[config.mk]
export PLATFORM = sky130hd
export DESIGN_NAME = mul_arbiter
export DESIGN_NICKNAME = d
export VERILOG_FILES = /design/src/rtl/mul_arb_pkg.sv /design/src/rtl/rr_arbiter2.sv /design/src/rtl/mul_arbiter.sv
export SDC_FILE = /design/constraint.sdc
export NUM_CORES = 1
export LEC_CHECK = 0
export ABC_AREA = 1
export CAP_MARGIN = 20
export CORE_AREA = 2 2 300 302
export CTS_CLUSTER_SIZE = 20
export DETAILED_ROUTE_END_ITERATION = 6
export DIE_AREA = 0 0 302 304
export HOLD_SLACK_MARGIN = 0.15
export PLACE_DENSITY = 0.48
export SETUP_SLACK_MARGIN = 0.15
export SLEW_MARGIN = 5
export SYNTH_ARGS = -nofsm -noshare
export SYNTH_HDL_FRONTEND = slang
export SYNTH_SLANG_ARGS = --single-unit
[constraint.sdc]
create_clock -name clk -period 1.7 [get_ports clk]
set_input_delay 0.17 -clock clk [delete_from_list [all_inputs] [get_ports clk]]
set_output_delay 0.17 -clock clk [all_outputs]
set_load 0.02 [all_outputs]
[src/rtl/mul_arb_pkg.sv]
// Shared types and default sizing for the two-requester multiplier arbiter.
package mul_arb_pkg;
    localparam int MUL_W_DEF   = 64;
    localparam int TIMEOUT_DEF = 255;

    typedef enum logic [1:0] {
        ST_IDLE = 2'd0,
        ST_LOAD = 2'd1,
        ST_RUN  = 2'd2,
        ST_DONE = 2'd3
    } arb_state_e;
endpackage

[src/rtl/rr_arbiter2.sv]
// Two-way round-robin pick with last-served pointer; grant is combinational, pointer registered.
// On a tie the requester not served last wins; pointer resets to requester 1.
module rr_arbiter2 (
    input  logic       clk,
    input  logic       rst,
    input  logic [1:0] valid,
    input  logic       update,
    input  logic       owner,
    output logic [1:0] grant
);
    logic last_q, last_d;

    always_comb begin
        last_d = last_q;
        if (update) begin
            last_d = owner;
        end
    end

    always_ff @(posedge clk) begin
        if (rst) begin
            last_q <= 1'b1;
        end else begin
            last_q <= last_d;
        end
    end

    always_comb begin
        grant = 2'b00;
        case (valid)
            2'b01:   grant = 2'b01;
            2'b10:   grant = 2'b10;
            2'b11:   grant = last_q ? 2'b01 : 2'b10;
            default: grant = 2'b00;
        endcase
    end
endmodule

[src/rtl/mul_arbiter.sv]
// Shares one multi-cycle multiplier between two requesters: accept, hold operands, wait for
// done (or abort on timeout), then pulse the owner's response. Latency L+3; one job in flight.
module mul_arbiter
    import mul_arb_pkg::*;
#(
    parameter int W       = MUL_W_DEF,
    parameter int TIMEOUT = TIMEOUT_DEF
) (
    input  logic           clk,
    input  logic           rst,
    input  logic           req0_valid,
    input  logic [W-1:0]   req0_a,
    input  logic [W-1:0]   req0_b,
    output logic           req0_ready,
    output logic           rsp0_valid,
    output logic [2*W-1:0] rsp0_result,
    output logic           rsp0_err,
    input  logic           req1_valid,
    input  logic [W-1:0]   req1_a,
    input  logic [W-1:0]   req1_b,
    output logic           req1_ready,
    output logic           rsp1_valid,
    output logic [2*W-1:0] rsp1_result,
    output logic           rsp1_err,
    output logic [W-1:0]   mul_a,
    output logic [W-1:0]   mul_b,
    output logic           mul_rst_n,
    input  logic [2*W-1:0] mul_result,
    input  logic           mul_ready_n
);
    localparam int CW = $clog2(TIMEOUT + 1);

    arb_state_e     state_q, state_d;
    logic           owner_q, owner_d;
    logic [W-1:0]   mul_a_q, mul_a_d, mul_b_q, mul_b_d;
    logic [CW-1:0]  cnt_q, cnt_d;
    logic [2*W-1:0] res_q [2];
    logic [2*W-1:0] res_d [2];
    logic [1:0]     err_q, err_d;
    logic [1:0]     grant;
    logic           accept, done_hit, timeout_hit;

    rr_arbiter2 u_rr (
        .clk    (clk),
        .rst    (rst),
        .valid  ({req1_valid, req0_valid}),
        .update (state_q == ST_DONE),
        .owner  (owner_q),
        .grant  (grant)
    );

    assign accept      = (state_q == ST_IDLE) && !rst && (grant != 2'b00);
    // Counter 0 is the first RUN cycle, where a done left over from the previous job may linger.
    assign done_hit    = (state_q == ST_RUN) && (cnt_q != '0) && !mul_ready_n;
    assign timeout_hit = (state_q == ST_RUN) && !done_hit && (cnt_q == CW'(TIMEOUT - 1));

    always_ff @(posedge clk) begin
        if (rst) begin
            state_q <= ST_IDLE;
        end else begin
            state_q <= state_d;
        end
    end

    always_comb begin
        state_d = state_q;
        case (state_q)
            ST_IDLE: if (accept) state_d = ST_LOAD;
            ST_LOAD: state_d = ST_RUN;
            ST_RUN:  if (done_hit || timeout_hit) state_d = ST_DONE;
            ST_DONE: state_d = ST_IDLE;
            default: state_d = ST_IDLE;
        endcase
    end

    always_comb begin
        req0_ready = accept && grant[0];
        req1_ready = accept && grant[1];
        mul_rst_n  = (state_q == ST_RUN);
        rsp0_valid = (state_q == ST_DONE) && !owner_q;
        rsp1_valid = (state_q == ST_DONE) && owner_q;
    end

    always_comb begin
        owner_d = owner_q;
        mul_a_d = mul_a_q;
        mul_b_d = mul_b_q;
        cnt_d   = (state_q == ST_RUN) ? cnt_q + CW'(1) : '0;
        res_d   = res_q;
        err_d   = err_q;
        if (accept) begin
            owner_d = grant[1];
            mul_a_d = grant[1] ? req1_a : req0_a;
            mul_b_d = grant[1] ? req1_b : req0_b;
        end
        if (done_hit) begin
            res_d[owner_q] = mul_result;
            err_d[owner_q] = 1'b0;
        end else if (timeout_hit) begin
            res_d[owner_q] = '0;
            err_d[owner_q] = 1'b1;
        end
    end

    always_ff @(posedge clk) begin
        if (rst) begin
            owner_q  <= 1'b0;
            mul_a_q  <= '0;
            mul_b_q  <= '0;
            cnt_q    <= '0;
            res_q[0] <= '0;
            res_q[1] <= '0;
            err_q    <= '0;
        end else begin
            owner_q  <= owner_d;
            mul_a_q  <= mul_a_d;
            mul_b_q  <= mul_b_d;
            cnt_q    <= cnt_d;
            res_q[0] <= res_d[0];
            res_q[1] <= res_d[1];
            err_q    <= err_d;
        end
    end

    assign mul_a       = mul_a_q;
    assign mul_b       = mul_b_q;
    assign rsp0_result = res_q[0];
    assign rsp1_result = res_q[1];
    assign rsp0_err    = err_q[0];
    assign rsp1_err    = err_q[1];
endmodule

; Yosys cells after proc, flatten, opt, wreduce, memory -nomap -nowiden
; Cells that the tools add are included.
; Widths: inputs -> output; s select.
[totals]
latchBits = 0
in_bits = 389
romBits = 0
out_inout_bits = 391
ram_bits = 0
mem_count = 0
regBits = 398
[op_classes]
bitwise_logic = 7
eq_ne = 9
shifts = 0
n_lt_le_gt_ge = 4
muxes = 16
n_reduce_logical = 23
mul = 0
div_mod_pow = 0
add_sub_neg = 1
[ops]
columns = cell, n
row1 = $mux 256, 2
row2 = $and 256x256->256, 1
row3 = $bwmux 256, 1
row4 = $not 256->256, 1
row5 = $demux 128 s1, 1
row6 = $mux 128, 1
row7 = $mux 64, 2
row8 = $logic_and 1x1->1, 12
row9 = $mux 2, 5
row10 = $add 8x1->8 const B, 1
row11 = $eq 2x2->1 const B, 4
row12 = $eq 8x8->1 const B, 1
row13 = $pmux 2 s4, 1
row14 = $reduce_bool 8->1, 1
row15 = $pmux 2 s3, 1
row16 = $eq 2x1->1 const B, 2
row17 = $logic_not 1->1, 4
row18 = $reduce_bool 2->1, 2
row19 = $and 2x2->2, 1
row20 = $ge 2x2->1 const B, 1
row21 = $logic_not 2->1, 1
row22 = $lt 1x2->1 const B, 1
row23 = $lt 2x1->1 const B, 1
row24 = $ne 2x1->1 const B, 1
row25 = other kinds (11), 11

; Logic depth before layout (Yosys ltp)
; Gate-level depths: netlist of the first run.
[depth]
word_depth = 9
mapped_depth = 11
depth_no_buf = 10

; Hierarchy
; From an unflattened synthesis of the first run, not the netlist that was laid out.
[hier_totals]
hier_cells = 2222
hier_area_um2 = 15955.3
[by_module_without_submodules]
columns = mod, seq_area_each_um2, n_inst, area_each_um2, cells_each
row1 = mul_arbiter, 7947.6, 1, 15896.5, 2213
row2 = rr_arbiter2, 20.0, 1, 58.8, 9

; Least setup slack after synthesis of the first run
; Ideal clock, no wire load.
[synth_timing]
kind = reg2reg
from = register state_q[0]
to = register res_q, in the netlist rsp0_result[107]
arrival_ns = 1.629
setup_time_ns = 0.070
path_slack_ns = 0.000
stages_incl_launch_ff = 11
period_less_slack_ns = 1.700
path_cell_list = dfxtp_1 inv_1 ha_1 inv_2 nor2_4 nand3_4 inv_2 buf_4 buf_2 nand2_1 a21oi_1
[synth_between]
elab_chain_len = 7
elab_cells_between_ends = 8
cone_classes = 1 x eq/ne / 1 x mux / 6 x reduce/logical
[synth_rtl]
columns = item, line
row1 = "start, declared", mul_arbiter.sv:33  ; arb_state_e state_q, state_d;
row2 = "start signal, assigned", mul_arbiter.sv:61  ; state_q <= state_d;
row3 = $eq 2x2->1 *, --
row4 = via mul_rst_n, mul_arbiter.sv:27  ; output logic mul_rst_n,
row5 = $logic_and 1x1->1 (2 in a row), mul_arbiter.sv:54  ; assign done_hit = (state_q == ST_RUN) && (cnt_q != '0) && !mul_ready_n;
row6 = $logic_not 1->1, mul_arbiter.sv:55  ; assign timeout_hit = (state_q == ST_RUN) && !done_hit && (cnt_q == CW'(TIMEOUT - 1));
row7 = $logic_and 1x1->1 (2 in a row), mul_arbiter.sv:55
row8 = $reduce_bool 2->1 (no line), --
row9 = "end, declared", mul_arbiter.sv:37  ; logic [2*W-1:0] res_q [2];
; Mark *: on every way through the listed nets, which the timed path passes. The rest lies on a longest branch.
; A chain may end at the register's enable or synchronous reset.

; Worst setup path after layout of the first run
[layout_timing]
from = register state_q[1]
to = register res_q, in the netlist rsp0_result[61]
[layout_between]
elab_chain_len = 7
elab_cells_between_ends = 8
cone_classes = 1 x eq/ne / 1 x mux / 6 x reduce/logical
[layout_rtl]
columns = item, line
row1 = $eq 2x2->1 *, "mul_arbiter.sv:54, mul_arbiter.sv:55"
row2 = $logic_and 1x1->1 (2 in a row), mul_arbiter.sv:54
row3 = $logic_not 1->1, mul_arbiter.sv:55
row4 = $logic_and 1x1->1 (2 in a row), mul_arbiter.sv:55
row5 = $reduce_bool 2->1 (no line), --
; Every way passes the cells marked *; elsewhere a longest branch is shown, timed or not.

==> impl_results.md, run 1 <==
- Failing checks: setup timing
- Vias: 19000
- Hold Path Stages: 5
- Layout Utilization: 0.373
- Critical Path Source Type: flop
- Cell area after synthesis: 0.0161 mm2
- # setup viols final: 598
- Area Overhead vs Synth: 106%
- DIE AREA: 0.0918 mm2
- Total track usage: 0.188
- Clk root buf: clkbuf_16
- IO Port Bufs: 779
- Reg clk slew, reported paths: 60 ps
- Mapped Avg Cell Area: just over 7 um2
- Synth warn: 0
- CTS Buffer Depth: 3
- Critical path peak fanout: 5
- First-pass GRT wire length: 128 mm
- Synth Net Count: 2610
- GRT Residual Overflow: 0
- Cell area power density: 844 mW/mm2
- Setup TNS Final: -62190 ps
- # hold bufs at CTS: 64
- Reg-to-Reg Start: state_q[1]$_SDFFE_PP0P_
- Max frequency: between 500 and 600 MHz
- Largest net degree at the start of global routing: roughly 160
- Arr. time, crit path: approximately 2500 ps
- Fillcell total: 9083
- Final nets: about 3600
- Initial Util: 0.181
- Layout cell share with drive strength beyond 1: 0.218
- Reg2Reg Depth: 13
- Top cell type's share of synthesized area: 0.495
- Hold_sp: rst
- DIE WIDTH: 302 um
- RD Place Congestion: 0.829
- Critical path's top delay family: buffers and inverters
- Dominant cell type by area after synthesis: dfxtp_1
- FF-to-FF setup slack: -290 ps
- Clk_lat worst skew: ~600 ps
- Area of the core: 0.0890 mm2
- Initial DRC count: 1003
- Final Critical Period: 1990 ps
- Initial antenna violation count: 19
- #FFs+latches synth: 398
- Remaining DRCs: 0
- Fin crit share: 1.17
- Final worst slack: -292 ps
- IO Count: 780
- Crit path capture type: flop
- Worst R2R End: rsp0_result[61]$_SDFFE_PP0P_
- Final hold violations: 0
- Headroom to the max-slew limit: 0.227
- Peak supply drop: 776 uV
- WHS Endpoint: mul_a[59]$_SDFFE_PP0P_
- Outcome: finished, violations left
- CTS tree: yes
- Max Cap Viol: 0
- Max incr delay on CP: between 300 and 400 ps
- CP startpoint: state_q[1]$_SDFFE_PP0P_
- RSZ-0062 raised after global routing: true
- CTS HTree Levels: 2
- Routed wire length: 93.5 mm
- Area of the multi-input gates: 0.00873 mm2
- Crit Path Class: flop to flop
- HPWL Detailed: 59.3 mm
- Synth Instances: around 2200
- Cell variety after synth: 24
- Slowest CP cell: dfxtp_2
- Vias/cell: about 4.3
- Register Area: 0.00797 mm2
- Most area-consuming cells after synthesis: dfxtp_1 (49%), nand2_1 (21%), a21oi_1 (12%)
- Die height: 304 um
- Final ANT Viol Nets: 0
- Num rows: 110
- TritonCTS buffer count: 50
- Skew final: 21.0 ps
- Vias in the first global route: approximately 18000
- Worst path required time: 2210 ps
- Register area share after synthesis: 0.495
- Buf+Inv Stages, Crit Path: 9
- Crit path cell chain: buf_6 -> buf_6 -> ha_4 -> buf_6 -> buf_6 -> nand4_1 -> buf_6 -> buf_12 -> buf_12 -> buf_12 -> clkbuf_16 -> nand3_4 -> a21oi_2
- CTS Sinks: 398
- Router iterations before antenna repair: 5
- Cell mode on critical path: buf_6
- Pleak: 0.0123 uW
- HP Class: primary input to flop
- Worst-Margin Slew: 1160 ps
- Wire per inst: 21.2 um
- Slew Limit Fails: 0
## cell families (layout without fill, tap and decap cells)
kind of cell / Yosys count / count (layout) / share of synthesized area
and+or+nand+nor: 1204 / 1204 / 0.304
other: 0 / 8 / 0
AOI/OAI and AO/OA: 397 / 397 / 0.124
adders and majority gates: 7 / 7 / 0.00544
xor gates and xnor gates: 2 / 2 / 0.00109
buffers and inverters: 206 / 1210 / 0.0703
DFF: 398 / 398 / 0.495
## worst min-delay path: stages
cell and delay [ps]:
buf_8 80, nor2_4 40, buf_4 160, nand2_1 70, a21oi_1 50
## flip-flops by register name, indices dropped and copies added (netlist names), named ones only
signal	flops
rsp0_result	128
cnt_q	8
state_q	2
rsp1_result	128
u_rr.last_q	1
owner_q	1
mul_a	64
mul_b	64
## where the power goes
part           internal (uW)  leakage, uW  switching (uW)
Combinational           3270      0.00823            3440
Clock                   6530     0.000814            4550
Sequential              9890      0.00322             323
Total                  19700       0.0123            8310
## synth_stat cells (all sizes together)
library cell	count
a211oi	1
a21oi	392
buf	127
clkbuf	56
dfxtp	398
ha	7
inv	23
nand2	921
nand3	261
nand4	2
nor2	17
nor3	2
nor3b	1
o21ai	2
o21bai	2
xnor2	2
## cell type report
| type | count | area share |
|---|---|---|
| Clock buffer | 71 | 0.0437 |
| Timing Repair inverter | 1 | 0.000905 |
| Tap cell | 1176 | 0.0444 |
| Clock inverter | 18 | 0.00683 |
| Timing Repair Buffer | 1097 | 0.396 |
| Sequential cell | 398 | 0.240 |
| Inverter | 23 | 0.00400 |
| Antenna cell | 8 | 0.000603 |
| Multi-Input combinational cell | 1610 | 0.263 |
## routing by layer
metal / GRT usage / up-vias / routed length [um]
met5: 0 / - / 57
met4: 0.0678 / 8 / 3270
met3: 0.0578 / 154 / 7750
met2: 0.316 / 742 / 44700
met1: 0.224 / 8867 / 37700
li1: - / 9208 / -
## stage by stage
stage	setup WS [ps]	hold WS, ps	std cells	total power (uW)	area [um2]
floorplan	91.9	317	2214	12900	16100
global placement	-474	451	4089	16000	25600
detailed placement	-450	455	4089	16000	25600
CTS	-272	-12.2	4362	28200	31000
global route	-348	6.65	4401	29200	33200
finish	-292	41.9	4402	28000	33200
## layout by cell type, fill, tap and decap left out, types with 9 or more instances in the layout
| master | count |
|---|---|
| buf_4 | 51 |
| buf_6 | 38 |
| buf_12 | 67 |
| clkdlybuf4s50_1 | 758 |
| clkbuf_16 | 68 |
| clkdlybuf4s15_2 | 12 |
| a21oi_1 | 291 |
| clkbuf_8 | 12 |
| nand2_4 | 33 |
| nand2_2 | 40 |
| inv_1 | 9 |
| inv_2 | 9 |
| nor2_1 | 10 |
| a21oi_2 | 101 |
| dlygate4sd3_1 | 64 |
| clkbuf_1 | 9 |
| dfxtp_1 | 395 |
| bufbuf_16 | 11 |
| nand3_4 | 25 |
| buf_8 | 22 |
| nand3_1 | 117 |
| nand3_2 | 119 |
| nand2_1 | 846 |
| buf_16 | 53 |
## timing repair
| item | 4_1_cts | 5_1_grt |
|---|---|---|
| resized for setup | 282 | 348 |
| hold endpoints to repair | 110 | 1 |
| setup endpoints to repair | 779 | 774 |
| pin swaps | 53 | 113 |
| cloned | 50 | 21 |
| setup buffers | 70 | 11 |
## how the worst max path moves through the flow
stage                                          to  slack [ps]  cells after the start
floorplan           rsp0_result[107]$_SDFFE_PP0P_          90                     10
global placement          state_q[1]$_SDFFE_PP0P_        -470                      8
detailed placement        state_q[1]$_SDFFE_PP0P_        -450                      8
CTS                                    req1_ready        -270                      8
global route         rsp0_result[61]$_SDFFE_PP0P_        -350                     13
finish               rsp0_result[61]$_SDFFE_PP0P_        -290                     13
No activity file was read; power rests on OpenSTA's default activity.
==> run 2: changes to the inputs <==
- CORE_AREA: 2 2 300 302 -> 5 5 303 305
- DIE_AREA: 0 0 302 304 -> 0 0 308 310
==> run 2 against run 1 <==
Cell area rose by 3.1%. Highest routed layer unchanged. Critical endpoint is now req1_ready. Sequential share of layout area decreased by 0.73 points. Via count is 1.1% higher. Final cell count shrank 0.25%. Largest cell class unchanged. Sequential power barely moved. Routed wire length grew 3.3%. Critical path type is now flop to primary output. Clock-buffer cell count is 2 higher. Combinational power rose by 6.1%. Maximum frequency is 0.27% higher. The flow still finishes with violations (setup timing). Clock skew increased by 2.8 ps. Critical path depth is 4 lower. Global-route usage down 1.1 points.
==> impl_results.md, run 2 (synthesis gave the netlist of run 1 again) <==
- Area Overhead vs Synth: 112%
- Initial antenna violation count: 12
- Die height: 310 um
- Initial Util: 0.181
- Cell area power density: 833 mW/mm2
- Router iterations before antenna repair: 7
- Num rows: 110
- Flop pwr share: 0.358
- Leading cell type in the layout, fill and taps excluded: nand2_1
- WHS: 182 ps
- Critical Path Source Type: flop
- Internal power: 19900 uW
- Dpl cells: approximately 4100
- Max Cap Viol: 0
- Clk_lat worst skew: 610 ps
- Area of the core: between 0.08 and 0.09 mm2
- DIE AREA: about 0.095 mm2
- Failing checks: setup timing
- DIE WIDTH: 308 um
- Headroom to the max-slew limit: 0.322
- Final Critical Period: 1990 ps
- Layout cell share with drive strength beyond 1: 0.308
- CTS HTree Levels: 2
- Reg clk slew, reported paths: ~60 ps
- Wire per inst: roughly 22 um
- Final nets: 3569
- Clk root buf: clkbuf_16
- Switch Pwr: between 8000 and 9000 uW
- # setup viols final: 386
- Most frequent cells in the layout: nand2_1 (773), clkdlybuf4s50_1 (476), dfxtp_1 (396), dlygate4sd2_1 (249), a21oi_2 (240)
- Worst-Margin Slew: 1020 ps
- TritonCTS buffer count: 50
- Fin crit share: 1.17
- Initial DRC count: 1123
- Switching Fraction: 0.302
- RSZ-0062 raised after global routing: true
- FF-to-FF setup slack: -240 ps
- First-pass GRT wire length: 128 mm
- IO Count: 780
- HPWL Detailed: 62.6 mm
- Critical path peak fanout: 2
- Fillcell total: ~9000
- Worst path required time: about 1500 ps
- Crit Path Class: flop to primary output
- Vias/cell: roughly 4.4
- RD Place Congestion: between 0.8 and 0.9
- Slew Limit Fails: 0
- Remaining DRCs: 0
- Vias: 19200
- CTS Sinks: 398
- Arr. time, crit path: roughly 1800 ps
- CTS tree: yes
- Crit path capture type: primary output
- Vias in the first global route: 18400
- Largest net degree at the start of global routing: 131
- IO Port Bufs: 779
- HP Class: primary input to flop
- Outcome: finished, violations left
- GRT Residual Overflow: 0
- Max frequency: 503 MHz
- Skew final: 23.7 ps
- Final cell count without fillers: ~4400
- Final hold violations: 0
- CTS Buffer Depth: 3
- Routed wire length: 96.6 mm
- Pleak: ~0.014 uW
- Peak supply drop: 698 uV
- Total track usage: 0.177
- Final worst slack: -287 ps
- Final ANT Viol Nets: 0
- Clock network fraction of design power: 0.392
- Combinational Power Share: 0.250
[run 2: changes by cell type in the layout (fill, tap and decap cells not counted), moves of 15 or more]
cell,delta
dlygate4sd2_1,+249
dlygate4sd3_1,-15
a21oi_2,+139
nand2_4,+49
a21oi_1,-139
nand2_2,+26
clkdlybuf4s50_1,-282
nand3_1,-71
nand3_4,+55
nand3_2,+16
buf_4,+19
nand2_1,-73
clkdlybuf4s15_1,+25
[run 2: through the flow]
| step | power (uW) | utilization | worst slack (ps) | TNS [ps] | area (um2) |
|---|---|---|---|---|---|
| detailed placement | 16200 | 0.290 | -225 | -42380 | 25900 |
| global route | 29800 | 0.384 | -378 | -74020 | 34200 |
| CTS | 28000 | 0.342 | -365 | -38750 | 30400 |
| global placement | 16300 | 0.290 | -225 | -38990 | 25900 |
| floorplan | 12900 | - | 91.9 | 0 | 16100 |
| finish | 28500 | 0.384 | -287 | -43120 | 34200 |
[run 2: area by class of cell]
type,instances,area [um2],share of cell area
Timing Repair Buffer,1090,12500,0.367
Multi-Input combinational cell,1610,10400,0.304
Sequential cell,398,7970,0.233
Tap cell,1176,1470,0.0430
Clock buffer,73,1450,0.0423
Clock inverter,14,240,0.00702
Inverter,23,114,0.00333
Antenna cell,7,17.5,0.000512
[run 2: power groups by stage]
stage               Sequential [uW]  Combinational (uW)  Clock, uW
finish                        10200                7120      11200
global route                  10300                7620      11900
CTS                           10200                6260      11500
detailed placement            10400                5870          0
global placement              10400                5890          0
floorplan                     11000                1930          0
[run 2: path summary, 6_finish.rpt]
| check | startpoint | end | depth (start not counted) |
|---|---|---|---|
| hold / removal | rst | mul_a[59]$_SDFFE_PP0P_ | 6 |
| setup / recovery | state_q[0]$_SDFFE_PP0P_ | req1_ready | 9 |
| setup reg to reg | state_q[0]$_SDFFE_PP0P_ | rsp1_result[100]$_SDFFE_PP0P_ | 13 |
| hold reg to reg | mul_a[36]$_SDFFE_PP0P_ | mul_a[36]$_SDFFE_PP0P_ | 2 |
[run 2: routing by layer]
metal	global-route usage	up-vias	routed length, um
met4	0.0338	2	2610
met5	0	-	20
met1	0.214	9159	37800
met2	0.311	700	47700
met3	0.0561	128	8410
li1	-	9193	-
[run 2: worst max-delay path, stage by stage (launching register included)]
cell and delay (ps):
dfxtp_2 330, inv_2 80, ha_4 150, o21ai_4 60
nor2_4 120, inv_4 40, buf_8 110, buf_12 130
nor2_4 80, buf_6 120
[run 2: what timing repair did]
item	CTS	global route
endpoints found under the hold margin	88	0
resized for setup	660	651
endpoints found under the setup margin	776	552
pin swaps	87	196
hold buffers	49	0
gates cloned	38	30
buffers inserted	49	19
==> run 3: changes to the inputs <==
- CORE_AREA: 5 5 303 305 -> 2 2 300 302
- DIE_AREA: 0 0 308 310 -> 0 0 302 304
- SLEW_MARGIN: 5 -> default
==> results of run 3 <==
The final DEF is identical to that of run 1; final timing and power are the same.
